==> config.mk <==
export PLATFORM = sky130hd
export DESIGN_NAME = tlbmiss_replay_q
export DESIGN_NICKNAME = d
export VERILOG_FILES = /design/src/rtl/tlbmiss_replay_q_pkg.sv /design/src/rtl/tlbmiss_row_ram.sv /design/src/rtl/tlbmiss_replay_q.sv
export SDC_FILE = /design/constraint.sdc
export NUM_CORES = 2
export LEC_CHECK = 0
export BUFFER_PORTS_ARGS = -buffer_cell sky130_fd_sc_hd__buf_2
export CORE_ASPECT_RATIO = 1.5
export CORE_MARGIN = 2
export CORE_UTILIZATION = 60
export CTS_CLUSTER_SIZE = 8
export DETAILED_ROUTE_END_ITERATION = 8
export GPL_TIMING_DRIVEN = 0
export HOLD_SLACK_MARGIN = 0.05
export PLACE_DENSITY_LB_ADDON = 0.08
export SYNTH_ARGS = -nofsm -noshare
export SYNTH_HDL_FRONTEND = slang
export SYNTH_HIERARCHICAL = 1
export SYNTH_SLANG_ARGS = --single-unit
==> constraint.sdc <==
create_clock -name clk -period 29.8 [get_ports clk]
set_input_delay 1.49 -clock clk [delete_from_list [all_inputs] [get_ports clk]]
set_output_delay 1.49 -clock clk [all_outputs]
set_load 0.02 [all_outputs]
==> src/rtl/tlbmiss_replay_q_pkg.sv <==
// Shared definitions for the TLB-miss replay queue: default address geometry
// and the head-of-queue FSM encoding.
package tlbmiss_replay_q_pkg;

    localparam int VADDR_W_DEF = 44;
    localparam int PAGE_SH_DEF = 14;

    typedef logic [2:0] state_t;

    localparam state_t ST_IDLE   = 3'd0;
    localparam state_t ST_SCAN   = 3'd1;
    localparam state_t ST_REQ    = 3'd2;
    localparam state_t ST_REPLAY = 3'd3;
    localparam state_t ST_DROP   = 3'd4;

endpackage

==> src/rtl/tlbmiss_row_ram.sv <==
// Row storage for the replay queue: one synchronous write port, one
// combinational read port that always presents the head row.
module tlbmiss_row_ram #(
    parameter int DEPTH = 8,
    parameter int W     = 8,
    parameter int AW    = $clog2(DEPTH)
) (
    input  logic          clk,
    input  logic          we,
    input  logic [AW-1:0] waddr,
    input  logic [W-1:0]  wdata,
    input  logic [AW-1:0] raddr,
    output logic [W-1:0]  rdata
);

    logic [W-1:0] mem_r [DEPTH];

    // row write on enqueue; contents are only meaningful under the live bits
    always_ff @(posedge clk) begin
        if (we) begin
            mem_r[waddr] <= wdata;
        end
    end

    assign rdata = mem_r[raddr];

endmodule

==> src/rtl/tlbmiss_replay_q.sv <==
// Queue of DTLB-missed memory-op rows: walks the L2 TLB one page per request
// for the head row, then replays the row once all live slots are translated.
module tlbmiss_replay_q
    import tlbmiss_replay_q_pkg::*;
#(
    parameter int CHANNELS = 2,
    parameter int DEPTH    = 8,
    parameter int MOP_W    = 96,
    parameter int VADDR_W  = VADDR_W_DEF,
    parameter int PAGE_SH  = PAGE_SH_DEF
) (
    input  logic                        clk,
    input  logic                        rst,
    input  logic                        enq_valid,
    output logic                        enq_ready,
    input  logic [CHANNELS-1:0]         enq_miss,
    input  logic [CHANNELS-1:0]         enq_thread,
    input  logic [CHANNELS*VADDR_W-1:0] enq_addr,
    input  logic [CHANNELS*MOP_W-1:0]   enq_mop,
    input  logic                        except,
    input  logic                        except_thread,
    output logic                        busy,
    output logic                        tlbreq_en,
    output logic [VADDR_W-PAGE_SH-1:0]  tlbreq_addr,
    input  logic                        tlbreq_ack,
    output logic [CHANNELS-1:0]         rep_valid,
    input  logic                        rep_ready,
    output logic [CHANNELS-1:0]         rep_thread,
    output logic [CHANNELS*VADDR_W-1:0] rep_addr,
    output logic [CHANNELS*MOP_W-1:0]   rep_mop
);

    localparam int AW = $clog2(DEPTH);
    localparam int PW = VADDR_W - PAGE_SH;
    localparam int SW = VADDR_W + 1 + MOP_W;
    localparam int RW = CHANNELS * SW;
    localparam int CW = (CHANNELS > 1) ? $clog2(CHANNELS) : 1;

    logic [AW-1:0]       wr_ptr_r;
    logic [AW-1:0]       rd_ptr_r;
    logic [AW:0]         count_r;
    state_t              state_r;
    state_t              state_nxt_s;
    state_t              scan_tgt_s;
    logic [CW-1:0]       sel_r;
    logic [CW-1:0]       sel_nxt_s;
    logic [CW-1:0]       scan_sel_s;
    logic [PW-1:0]       tlbreq_addr_r;
    logic [CHANNELS-1:0] live_r   [DEPTH];
    logic [CHANNELS-1:0] done_r   [DEPTH];
    logic [CHANNELS-1:0] thread_r [DEPTH];
    logic [CHANNELS-1:0] kill_s   [DEPTH];
    logic [CHANNELS-1:0] enq_kill_s;
    logic [CHANNELS-1:0] head_live_s;
    logic [CHANNELS-1:0] pend_s;
    logic [CHANNELS-1:0] mark_s;
    logic [CHANNELS-1:0] head_thread_s;
    logic                enq_fire_s;
    logic                pop_s;
    logic [RW-1:0]       wr_row_s;
    logic [RW-1:0]       head_row_s;
    logic [VADDR_W-1:0]  head_addr_s [CHANNELS];
    logic [MOP_W-1:0]    head_mop_s  [CHANNELS];
    logic [PW-1:0]       head_page_s [CHANNELS];

    assign enq_ready   = (count_r != (AW+1)'(DEPTH));
    assign enq_fire_s  = enq_valid & enq_ready & (|enq_miss);
    assign busy        = (count_r != '0) | (enq_valid & (|enq_miss));
    assign tlbreq_en   = (state_r == ST_REQ);
    assign tlbreq_addr = tlbreq_addr_r;

    // thread-selective flush masks for stored rows and for the incoming row
    always_comb begin
        enq_kill_s = except ? ~(enq_thread ^ {CHANNELS{except_thread}}) : '0;
        for (int r = 0; r < DEPTH; r++) begin
            kill_s[r] = except ? ~(thread_r[r] ^ {CHANNELS{except_thread}}) : '0;
        end
    end

    // pack the incoming row and unpack the head row into per-slot fields
    always_comb begin
        wr_row_s      = '0;
        head_thread_s = '0;
        for (int c = 0; c < CHANNELS; c++) begin
            wr_row_s[c*SW +: SW] = {enq_thread[c], enq_addr[c*VADDR_W +: VADDR_W],
                                    enq_mop[c*MOP_W +: MOP_W]};
            head_mop_s[c]    = head_row_s[c*SW +: MOP_W];
            head_addr_s[c]   = head_row_s[c*SW + MOP_W +: VADDR_W];
            head_thread_s[c] = head_row_s[c*SW + SW - 1];
            head_page_s[c]   = head_addr_s[c][VADDR_W-1:PAGE_SH];
        end
    end

    tlbmiss_row_ram #(
        .DEPTH (DEPTH),
        .W     (RW)
    ) u_row_ram (
        .clk   (clk),
        .we    (enq_fire_s),
        .waddr (wr_ptr_r),
        .wdata (wr_row_s),
        .raddr (rd_ptr_r),
        .rdata (head_row_s)
    );

    // head-row view with this cycle's flush applied; lowest pending slot wins
    always_comb begin
        head_live_s = live_r[rd_ptr_r] & ~kill_s[rd_ptr_r];
        pend_s      = head_live_s & ~done_r[rd_ptr_r];
        scan_sel_s  = '0;
        for (int c = CHANNELS - 1; c >= 0; c--) begin
            scan_sel_s = pend_s[c] ? CW'(c) : scan_sel_s;
        end
        scan_tgt_s = (|pend_s) ? ST_REQ : ((|head_live_s) ? ST_REPLAY : ST_DROP);
    end

    // head FSM; IDLE evaluates the scan itself so a fresh row reaches REQ in two cycles
    always_comb begin
        state_nxt_s = state_r;
        sel_nxt_s   = sel_r;
        pop_s       = 1'b0;
        mark_s      = '0;
        case (state_r)
            ST_IDLE: begin
                if (count_r != '0) begin
                    state_nxt_s = scan_tgt_s;
                    sel_nxt_s   = scan_sel_s;
                end else begin
                    state_nxt_s = ST_IDLE;
                end
            end
            ST_SCAN: begin
                state_nxt_s = scan_tgt_s;
                sel_nxt_s   = scan_sel_s;
            end
            ST_REQ: begin
                if (!head_live_s[sel_r]) begin
                    state_nxt_s = ST_SCAN;
                end else if (tlbreq_ack) begin
                    for (int c = 0; c < CHANNELS; c++) begin
                        mark_s[c] = head_live_s[c] & (head_page_s[c] == head_page_s[sel_r]);
                    end
                    state_nxt_s = ST_SCAN;
                end else begin
                    state_nxt_s = ST_REQ;
                end
            end
            ST_REPLAY: begin
                if (head_live_s == '0) begin
                    state_nxt_s = ST_DROP;
                end else if (rep_ready) begin
                    pop_s       = 1'b1;
                    state_nxt_s = ST_IDLE;
                end else begin
                    state_nxt_s = ST_REPLAY;
                end
            end
            ST_DROP: begin
                pop_s       = 1'b1;
                state_nxt_s = ST_IDLE;
            end
            default: begin
                state_nxt_s = ST_IDLE;
            end
        endcase
    end

    // pointers, occupancy, FSM state and the registered request page
    always_ff @(posedge clk or negedge rst) begin
        if (!rst) begin
            wr_ptr_r      <= '0;
            rd_ptr_r      <= '0;
            count_r       <= '0;
            state_r       <= ST_IDLE;
            sel_r         <= '0;
            tlbreq_addr_r <= '0;
        end else begin
            state_r       <= state_nxt_s;
            sel_r         <= sel_nxt_s;
            tlbreq_addr_r <= (state_nxt_s == ST_REQ) ? head_page_s[sel_nxt_s] : '0;
            if (enq_fire_s) begin
                wr_ptr_r <= wr_ptr_r + AW'(1);
            end
            if (pop_s) begin
                rd_ptr_r <= rd_ptr_r + AW'(1);
            end
            if (enq_fire_s && !pop_s) begin
                count_r <= count_r + (AW+1)'(1);
            end else if (!enq_fire_s && pop_s) begin
                count_r <= count_r - (AW+1)'(1);
            end
        end
    end

    // per-slot live/done/thread flops, kept out of the RAM so flush hits all rows at once
    always_ff @(posedge clk or negedge rst) begin
        if (!rst) begin
            for (int r = 0; r < DEPTH; r++) begin
                live_r[r]   <= '0;
                done_r[r]   <= '0;
                thread_r[r] <= '0;
            end
        end else begin
            for (int r = 0; r < DEPTH; r++) begin
                if (enq_fire_s && (wr_ptr_r == AW'(r))) begin
                    live_r[r]   <= enq_miss & ~enq_kill_s;
                    done_r[r]   <= '0;
                    thread_r[r] <= enq_thread;
                end else begin
                    live_r[r] <= live_r[r] & ~kill_s[r];
                    done_r[r] <= (rd_ptr_r == AW'(r)) ? (done_r[r] | mark_s) : done_r[r];
                end
            end
        end
    end

    // replay outputs; a flush this cycle masks slots immediately
    always_comb begin
        rep_valid  = (state_r == ST_REPLAY) ? head_live_s : '0;
        rep_thread = head_thread_s & rep_valid;
        rep_addr   = '0;
        rep_mop    = '0;
        for (int c = 0; c < CHANNELS; c++) begin
            rep_addr[c*VADDR_W +: VADDR_W] = rep_valid[c] ? head_addr_s[c] : '0;
            rep_mop[c*MOP_W +: MOP_W]      = rep_valid[c] ? head_mop_s[c] : '0;
        end
    end

endmodule
==> summary.md <==
| Metric | Value |
|---|---|
| Outcome | `completed` |
| Critical Path RT | `28.31 ns` |
| Final Critical Period | `7.25 ns` |
| Post-Syn Area per Cell | `22.6 µm²` |
| Clock Latency Late Sink | `0.92 ns` |
| GR peak layer | `met2` |
| Synth Register Bits | `2,348` |
| FF-to-FF path depth | `12` |
| Gr usage total | `28.1%` |
| Top FF cell, synth | `edfxtp_1` |
| Met2 GRT Util | `44.2%` |
| Peak Freq | `138 MHz` |
| Measured slew at the worst slew-check pin | `1.48 ns` |
| Die Area | `158,000 µm²` |
| Final Instance Area | `111,000 µm²` |
| Worst R2R Start | `rd_ptr_r[2]` |
| Unrepaired setup endpoints after global routing | `no` |
| Distinct cells, synth | `61` |
| Worst setup EP type | `output port` |
| Core Util, Final | `71.5%` |
| Met3 GRT Util | `10.8%` |
| Global route overflow | `0` |
| Cells after synthesis | `4,109` |
| Starting Density | `60.2%` |
| Post-Syn Nets | `4,416` |
| Slowest stage delay, CP | `1.02 ns` |
| Seq/Total Area, Yosys | `75.3%` |
| Async SR Flop Fraction | `3.92%` |
| Layout area overhead | `18.9%` |
| Worst Setup Path Type | `flop to output port` |
| Most frequent cells after synthesis | `2,256 x edfxtp_1, 362 x mux4_2, 302 x mux2_2` |
| Slowest-stage cell, CP | `clkbuf_1` |
| Period utilisation layout | `24.3%` |
| CTS HTree Levels | `5` |
| CP Cell Sequence | `buf_4, buf_4, nand3b_1, mux2_2, o2111a_2, nor2_4, nor2_1, clkbuf_2, clkbuf_1, and2_1, buf_2` |
| # nets final | `5,532` |
| Final WL | `220 mm` |
| Port-buffer cells | `606` |
| CTS tree | `built` |
| Top-count cell post-synth | `edfxtp_1` |
| Setup crit end | `rep_mop[4]` |
| Total power draw | `10.4 mW` |
| Vias in the first global route | `47,176` |
| CTS Sinks | `2,348` |
| TritonRoute pass-1 iters | `5` |
| DP Cell Count | `6,938` |
| Max-cap viol count | `0` |
| CTS max path bufs | `4` |
| Final Skew | `0.0565 ns` |
| Layout cell share with drive strength beyond 1 | `36.4%` |
| Die height | `486 µm` |
| DP HPWL | `145 mm` |
| CP Launch Type | `flop` |
| Boundary pin count | `608` |
| Slew margin rel. | `1.42%` |
| Global-route wire length before repair | `321 mm` |
| Remaining DRCs | `0` |
| Die W | `325 µm` |
| Core Region | `155,000 µm²` |
| Routed WL per cell | `29.9 µm` |
| Non-filler cells, final | `7,368` |
| Crit path DAT | `5.76 ns` |
| Met1 Resource Use GR | `37.2%` |
| Post-Syn Area | `93,000 µm²` |
| Root buf cell | `clkbuf_16` |
| Final Hold Fails | `0` |
| Initial drt markers | `4,049` |
| HP Class | `flop to flop` |
| Leading area contributor after synthesis | `edfxtp_1` |
| Vias per Instance | `6.21` |
| Top post-synthesis cells by area | `edfxtp_1 73%, mux4_2 8.8%, mux4_1 5.9%` |
| Total CTS buffers | `343` |
| EDFF count, synth | `2,256` |
| Post-CTS setup buffers | `0` |
| Hold buffer count at CTS | `0` |
| Clock-pin transition on the worst setup and hold timing paths | `0.05 ns` |
| Post-route setup TNS | `0 ns` |
| Standard-cell rows | `177` |
| R2R setup slack | `24.07 ns` |
| CP max FO | `13` |
| Final Max Slew Viols | `0` |
| Power Density | `94.1 nW/µm²` |
| Lkg Pwr | `39.0 nW` |
| DRT antenna net count | `0` |
| Largest net degree at the start of global routing | `65` |
| Worst Setup SP | `rd_ptr_r[1]` |
| Yosys warning total | `6` |
| Post-synth top area share | `72.8%` |
| Vias | `45,785` |
| Peak VDD IR | `75.6 µV` |
| Most used cell, CP | `buf_4` |
| Initial antenna violation count | `92` |
| Post_cts resized | `0` |
| FF-to-FF End | `done_r[4]` |
| Placed cell areas | `101,000 µm²` |
| Gpl congestion | `0.859` |
| Final setup fails | `0` |
## registers in the layout, indices dropped and copies added, names as in the netlist, 4 cells and up
signal,cells
live_r,16
thread_r,16
tlbreq_addr,30
u_row_ram/mem_r,2256
count_r,4
done_r,16
## cells by family (layout without fill, tap and decap cells)
family                     Yosys count  count (layout)  share of synthesized area [%]
DFF                               2348            2348                           75.3
muxes                              890             890                           18.5
and+or+nand+nor                    411             411                           2.52
buffers and inverters              230            1406                           1.59
AOI/OAI and AO/OA                  159             159                           1.32
xor gates and xnor gates            55              55                          0.518
adders and majority gates           16              16                          0.223
other                                0              25                              0
## stage by stage
| stage | setup WS [ns] | hold WS, ns |
|---|---|---|
| 6_report | 22.55 | 0.517 |
| 5_1_grt | 22.40 | 0.537 |
| 4_1_cts | 22.58 | 0.508 |
| 3_5_place_dp | 22.85 | 0.507 |
| 3_3_place_gp | -14.87 | 0.495 |
| 2_1_floorplan | 6.98 | 0.475 |
## layout by cell type, fill, tap and decap left out, types with 33 or more instances in the layout
cell and instances:
nand2_1 47, and2_1 282, buf_2 642, clkbuf_1 131, buf_12 68, dfrtp_1 92
xnor2_1 33, buf_6 130, mux4_1 209, mux4_2 362, clkbuf_16 352, nor2_1 38
mux2_2 302, edfxtp_1 2256
## how the worst min path moves through the flow
stage,start,end,cells after the start
after floorplan,count_r[3],count_r[3],1
after global placement,live_r[9],live_r[9],2
after detailed placement,live_r[9],live_r[9],2
after CTS,rst,tlbreq_addr[13],1
after global routing,rst,tlbreq_addr[13],1
final,live_r[9],live_r[9],2
## area by class of cell
class | instances | area, µm²
flip-flops and latches | 2348 | 70000
fillers | 9340 | 44000
clock buffers | 400 | 8990
repair buffers | 771 | 5820
clock inverters | 5 | 72.6
multi-input cells | 1531 | 21500
inverters | 12 | 45.0
diodes | 25 | 62.6
plain buffers | 218 | 1440
well taps | 2058 | 2570
## where the power goes
group	leakage [nW]	switching (mW)	internal (mW)
Sequential	21.7	0.0904	4.04
Clock	4.43	1.25	2.08
Combinational	12.9	1.54	1.39
Total	39.0	2.89	7.51
## worst max-delay path, delay by kind of cell, from the launching register on
family / cells / cell delay, ns
flip-flops: 1 / 0.48
multiplexers: 1 / 0.19
AO/OA/AOI/OAI: 1 / 0.27
AND/OR/NAND/NOR: 4 / 1.41
buffers and inverters: 5 / 2.47
## layer usage
layer	wire length [µm]	share of wire [%]
met3	23300	11
met1	84900	39
met4	4930	2.2
met2	106000	48
met5	824	0.37
Note: power is estimated with default switching activity, not from simulation.
